## src/rtl/mm_2x2_seq_ctrl.sv

```systemverilog
// ============================================================================
// mm_2x2_seq_ctrl: job sequencer for the 2x2 systolic multiply array.
// Clears the PEs, streams k operand beats, drains the wavefront, pulses done.
// Optional feature macro: STALL_CNT_EN (FEED-cycle stall counter on stall_cnt).
// Revision: 1.0 - initial release
// ============================================================================
`default_nettype none

module mm_2x2_seq_ctrl #(
  parameter int MAX_K     = 16,
  parameter int KW        = 5,
  parameter int DRAIN_CYC = 3
) (
  input  logic          clk,
  input  logic          rst,
  input  logic          start,
  input  logic [KW-1:0] k_len,
  input  logic          op_ready,
  output logic [KW-1:0] op_addr,
  output logic          feed_valid,
  output logic          pe_clr,
  output logic          busy,
  output logic          done,
  output logic [15:0]   stall_cnt
);

  localparam int DW = (DRAIN_CYC > 1) ? $clog2(DRAIN_CYC) : 1;
  localparam logic [KW-1:0] MAX_K_W    = KW'(MAX_K);
  localparam logic [DW-1:0] DRAIN_LAST = DW'(DRAIN_CYC - 1);

  typedef enum logic [2:0] {
    S_IDLE  = 3'd0,
    S_CLEAR = 3'd1,
    S_FEED  = 3'd2,
    S_DRAIN = 3'd3,
    S_DONE  = 3'd4
  } state_t;

  state_t        state_q, state_d;
  logic [KW-1:0] klen_q, klen_d;
  logic [KW-1:0] op_addr_q, op_addr_d;
  logic [DW-1:0] drain_q, drain_d;
  logic          pe_clr_q, pe_clr_d;
  logic          busy_q, busy_d;
  logic          done_q, done_d;

  always_comb begin
    state_d   = state_q;
    klen_d    = klen_q;
    op_addr_d = op_addr_q;
    drain_d   = drain_q;
    pe_clr_d  = 1'b0;
    busy_d    = busy_q;
    done_d    = 1'b0;
    case (state_q)
      S_IDLE: begin
        if (start) begin
          klen_d    = (k_len > MAX_K_W) ? MAX_K_W : k_len;
          op_addr_d = '0;
          pe_clr_d  = 1'b1;
          busy_d    = 1'b1;
          state_d   = S_CLEAR;
        end
      end
      S_CLEAR: begin
        drain_d = '0;
        state_d = (klen_q == '0) ? S_DRAIN : S_FEED;
      end
      S_FEED: begin
        // A stalled beat simply holds op_addr; no timeout on op_ready.
        if (op_ready) begin
          if (op_addr_q == klen_q - KW'(1)) begin
            op_addr_d = '0;
            drain_d   = '0;
            state_d   = S_DRAIN;
          end else begin
            op_addr_d = op_addr_q + KW'(1);
          end
        end
      end
      S_DRAIN: begin
        if (drain_q == DRAIN_LAST) begin
          done_d  = 1'b1;
          state_d = S_DONE;
        end else begin
          drain_d = drain_q + DW'(1);
        end
      end
      S_DONE: begin
        busy_d  = 1'b0;
        state_d = S_IDLE;
      end
      default: begin
        busy_d  = 1'b0;
        state_d = S_IDLE;
      end
    endcase
  end

  always_ff @(posedge clk) begin
    if (rst) begin
      state_q   <= S_IDLE;
      klen_q    <= '0;
      op_addr_q <= '0;
      drain_q   <= '0;
      pe_clr_q  <= 1'b0;
      busy_q    <= 1'b0;
      done_q    <= 1'b0;
    end else begin
      state_q   <= state_d;
      klen_q    <= klen_d;
      op_addr_q <= op_addr_d;
      drain_q   <= drain_d;
      pe_clr_q  <= pe_clr_d;
      busy_q    <= busy_d;
      done_q    <= done_d;
    end
  end

  // The array valids must follow op_ready within the same cycle.
  assign feed_valid = (state_q == S_FEED) && op_ready;
  assign op_addr    = op_addr_q;
  assign pe_clr     = pe_clr_q;
  assign busy       = busy_q;
  assign done       = done_q;

`ifdef STALL_CNT_EN
  logic [15:0] stall_cnt_q, stall_cnt_d;

  always_comb begin
    stall_cnt_d = stall_cnt_q;
    if (state_q == S_CLEAR) begin
      stall_cnt_d = '0;
    end else if ((state_q == S_FEED) && !op_ready && (stall_cnt_q != 16'hFFFF)) begin
      stall_cnt_d = stall_cnt_q + 16'd1;
    end
  end

  always_ff @(posedge clk) begin
    if (rst) begin
      stall_cnt_q <= '0;
    end else begin
      stall_cnt_q <= stall_cnt_d;
    end
  end

  assign stall_cnt = stall_cnt_q;
`else
  assign stall_cnt = 16'h0000;
`endif

endmodule

`default_nettype wire

```

## config.mk

```make
export PLATFORM = sky130hd
export DESIGN_NAME = mm_2x2_seq_ctrl
export DESIGN_NICKNAME = d
export VERILOG_FILES = /design/src/rtl/mm_2x2_seq_ctrl.sv
export SDC_FILE = /design/constraint.sdc
export NUM_CORES = 1
export LEC_CHECK = 0
export CAP_MARGIN = 10
export CORE_MARGIN = 5
export CORE_UTILIZATION = 50
export DETAILED_ROUTE_END_ITERATION = 16
export GPL_TIMING_DRIVEN = 0
export HOLD_SLACK_MARGIN = 0.06
export PLACE_DENSITY = 0.84
export SKIP_LAST_GASP = 1
export SYNTH_ARGS = -nofsm -noshare
export SYNTH_HDL_FRONTEND = slang
export SYNTH_SLANG_ARGS = --single-unit
```

## constraint.sdc

```tcl
create_clock -name clk -period 2.7 [get_ports clk]
set_input_delay 0.81 -clock clk [delete_from_list [all_inputs] [get_ports clk]]
set_output_delay 0.81 -clock clk [all_outputs]
set_load 0.03 [all_outputs]
```

Word level (Yosys, flattened, before mapping)
Cells that the tools add are included.
- flip-flop bits (word level): 18
- input bits: 9
- output and inout bits: 25
- word-level logic and storage cells: 56
- add/sub/neg operators: 3
- magnitude comparators: 1
- eq/ne operators: 10
- mux-type cells: 19
- bitwise operators: 3
- reduce and logical (&&, ||, !) cells: 13
- operators with widths (cell ; count):
    two-way mux 5 bit ; 4
    two-way mux 3 bit ; 4
    one-hot mux 3 bit (4 select lines) ; 1
    inequality test 2 bit (second input constant) ; 5
    one-hot mux 5 bit (2 select lines) ; 1
    AND reduction 4 bit ; 2
    == test 3 x 2 -> 1 bit (second input constant) ; 2
    two-way mux 2 bit ; 3
    one-hot mux 2 bit (3 select lines) ; 1
    adder 5 x 1 -> 5 bit (second input constant) ; 1
    == test 5 bit ; 1
    greater-than comparator 5 bit (second input constant) ; 1
    zero test 5 bit ; 1
    subtractor 5 x 1 -> 5 bit (second input constant) ; 1
    two-way mux 1 bit ; 4
    AND reduction 2 bit ; 2
    OR reduction 2 bit ; 2
    == test 3 x 1 -> 1 bit (second input constant) ; 1
    zero test 3 bit ; 1
    NOT 1 bit ; 3
    AND reduction 3 bit ; 1
    nonzero test 3 bit ; 1
    OR reduction 3 bit ; 1
    adder 2 x 1 -> 2 bit (second input constant) ; 1
    other kinds (4) ; 4

Logic depth before layout (Yosys ltp)
- depth after elaboration: 5
- depth in mapped cells: 7
- gate-level depth less buffers: 7

Worst setup path before layout
OpenSTA, ideal clock, no wires.
- path type: input to output
- start: in op_ready
- end: out feed_valid
- data arrival time: 1.275 ns
- path slack: 0.615 ns
- stages: 2
- buffers on the path: 0
- cell sequence: inv_1 -> nor2_1
- cells in the longest elaborated chain, start to end: 1
- RTL lines (what ; RTL line ; text):
    start: declaration ; 18 ; input logic op_ready,
    logical AND 1 bit ; 121 ; assign feed_valid = (state_q == S_FEED) && op_ready;
    end: declaration ; 20 ; output logic feed_valid,
No other way between the ends.

Final worst setup path
Same ends and word-level chain as after synthesis.

==> run summary <==
status -> complete, no violations
Final Hold Viols -> 0
H-tree levels -> 1
row cnt -> 17
initial core utilization -> 52.26%
Synth-to-Final Area Change -> 25.32%
Tightest Hold Check Type -> reg -> reg
DP HPWL -> 2.001 mm
Critical Path End Type -> output pin
Pint -> 446.2 uW
CTS Hold Buffers Added -> 0
clk sinks -> 18
setup TNS -> 0 ns
routability cong. -> 0.7938
kind of critical path -> in -> out
Skew-Pair Late Insertion Delay -> 0.29 ns
root buf cell -> clkbuf_4
drt pass-1 iters -> 4
Flop pwr share -> 43.7%
Fillers -> 194
post-synth top area share -> 31.17%
Die ar. -> 3374 um2
Compound-Gate Fraction of Synth Area -> 17.64%
CP required -> 1.89 ns
r2r setup slk -> 0.69 ns
Clk pwr share -> 25.1%
register area -> 360.3 um2
global-route wire length before repair -> 4.374 mm
CTS tree -> built
Final #Nets -> 186
DP Cell Count -> 197
FF-to-FF End -> op_addr[1]$_SDFFE_PP0P_
Worst VDD drop -> 0.2804 mV
layout cells sized above 1 -> 17.92%
P_leak -> 0.0006204 uW
fin worst setup slack -> 0.1319 ns
WL/cell -> 12.56 um
xor-xnor portion of the synthesized cell area -> 3.788%
Mapped Area -> 1156 um2
Net Sw Power -> 216.9 uW
Crit Path Max Fanout -> 4
global route overflow -> 0
Yosys reg bits -> 18
post-synth top area cell -> dfxtp_1
synth unique cells -> 43
chip height -> 58.09 um
Die X -> 58.09 um
CP arrival -> 1.76 ns
Slew Limit Fails -> 0
total power -> 663.1 uW
Vias/cell -> 5.224
Worst Setup EP -> feed_valid
vias post-DR -> 1,050
EDFF count, synth -> 0
DRT antenna net count -> 0
DRC -> 0
share of total power in combinational logic -> 31.2%
final setup skew -> 0.005136 ns
worst flop-to-flop path startpoint -> klen_q[0]$_SDFFE_PP0P_
Fmax -> 389.4 MHz
deepest clock path buffer count -> 2
final period utilization -> 95.12%
Ant. Diodes -> 0
Detailed Route Iter0 Violations -> 9
CP startpoint kind -> primary input
MaxCap Viol Count -> 0
# port buffers -> 17
largest family of logic cells by synthesized area -> simple AND/OR/NAND/NOR gates
Total GRT Usage -> 16.36%
PD cells -> 457.7 nW/um2
largest cells by area after synthesis -> dfxtp_1 (31%), buf_4 (10%), nor2_1 (4.2%)
post-CTS setup buffers -> 0
Min Clock Period, post-route -> 2.568 ns
vias in the first global route -> 1,032
initial antenna violation count -> 0
post-synthesis adder-cell area fraction -> 3.247%
post-synthesis mux area share -> 0.8658%
area occupied by multi-input gates -> 673.1 um2
simple-gate share of the synthesized area -> 27.49%
cell with the most instances after synthesis -> dfxtp_1
register area share after synthesis -> 31.17%
cell count after synthesis -> 137
RSZ-0062 raised after global routing -> false
Routed WL -> 2.524 mm
Placeable Area -> 2212 um2
Finished Layout Cells -> 201
asr flop ratio synth -> 0%
Final setup viols -> 0
I/O pin cnt -> 34
mean post-synth cell area -> 8.439 um2
Clock transition at path regs -> 0.10 ns
pin count of the biggest net entering global routing -> 11
CTS resizes -> 3
CTS Buf Count -> 3
Primary FF master, synth -> dfxtp_1
post-layout util -> 65.50%
crit path launch -> op_ready
YS warnings -> 0
Post-synth top cells -> dfxtp_1 (18), buf_4 (16), nor2_1 (13), nand2_1 (8)
R2R cell count -> 7
Sw Share -> 32.71%
pre-CTS setup slack -> -0.3530 ns
power groups by stage:
stage,combinational [uW],sequential [uW],clock (uW)
floorplan,152,302,0
global placement,200,296,0
detailed placement,205,296,0
CTS,205,290,171
global route,224,292,182
finish,207,290,167
critical path: stages:
cell and delay (ns):
clkdlybuf4s50_1 0.53, inv_1 0.10, nor2_1 0.11, buf_2 0.20
kinds of logic after synthesis:
kind of cell             count (synthesis)
other                                    1
flip-flops                              18
buffers and inverters                   29
adder cells (fa/ha/maj)                  3
AND/OR/NAND/NOR                         53
multiplexers                             1
XOR/XNOR                                 5
AO/OA/AOI/OAI                           27
layout by cell type (no fill, tap or decap), types with 2 or more instances in the layout:
| master | instances |
|---|---|
| a21oi_1 | 5 |
| a31oi_1 | 2 |
| dfxtp_1 | 18 |
| inv_1 | 6 |
| o311ai_0 | 2 |
| nand2_1 | 8 |
| nor3_1 | 4 |
| o211ai_1 | 2 |
| ha_1 | 3 |
| and3_1 | 2 |
| xor2_1 | 3 |
| nand3b_1 | 2 |
| clkdlybuf4s50_1 | 16 |
| buf_2 | 3 |
| o31ai_1 | 2 |
| nor2b_1 | 2 |
| nor2_1 | 13 |
| o22ai_1 | 2 |
| clkbuf_1 | 4 |
| clkbuf_4 | 3 |
| nand3_1 | 6 |
| nor4b_2 | 2 |
| buf_4 | 16 |
| xnor2_1 | 2 |
| nand2b_1 | 4 |
| nor3b_1 | 4 |
| conb_1 | 16 |
| o21ai_1 | 2 |
| o21ai_0 | 2 |
layer usage:
metal	global-route usage, %	part of all wire (%)	up-vias
met1	17.11	41	490
met3	2.895	4.2	4
li1	-	-	528
met5	0	0	-
met4	8.278	1.9	0
met2	30.81	53	28
worst min-delay path by stage:
| stage | startpoint | end | slack (ns) | depth (start not counted) |
|---|---|---|---|---|
| 2_1_floorplan | drain_q[0]$_SDFFE_PP0P_ | drain_q[0]$_SDFFE_PP0P_ | 0.48 | 2 |
| 3_3_place_gp | busy$_SDFFE_PP0P_ | busy$_SDFFE_PP0P_ | 0.46 | 2 |
| 3_5_place_dp | busy$_SDFFE_PP0P_ | busy$_SDFFE_PP0P_ | 0.47 | 2 |
| 4_1_cts | busy$_SDFFE_PP0P_ | busy$_SDFFE_PP0P_ | 0.48 | 2 |
| 5_1_grt | busy$_SDFFE_PP0P_ | busy$_SDFFE_PP0P_ | 0.53 | 2 |
| 6_report | busy$_SDFFE_PP0P_ | busy$_SDFFE_PP0P_ | 0.48 | 2 |
sequential cells by signal, indices dropped and copies added, names as in the netlist:
name,flops
drain_q,2
pe_clr,1
op_addr,5
done,1
busy,1
klen_q,5
state_q,3
cell type report:
class | count | share of cell area [%]
clock buffers | 4 | 2.504
plain buffers | 23 | 10.79
well taps | 28 | 2.418
repair buffers | 17 | 11.40
inverters | 6 | 1.554
multi-input cells | 105 | 46.46
flip-flops and latches | 18 | 24.87
metrics by stage:
step	hold WS, ns	area [um2]
final	0.4802	1449
after global routing	0.5298	1449
after CTS	0.4817	1455
after detailed placement	0.4651	1418
after global placement	0.4641	1418
after floorplan	0.4777	1212
(Power assumes the default switching activity.)
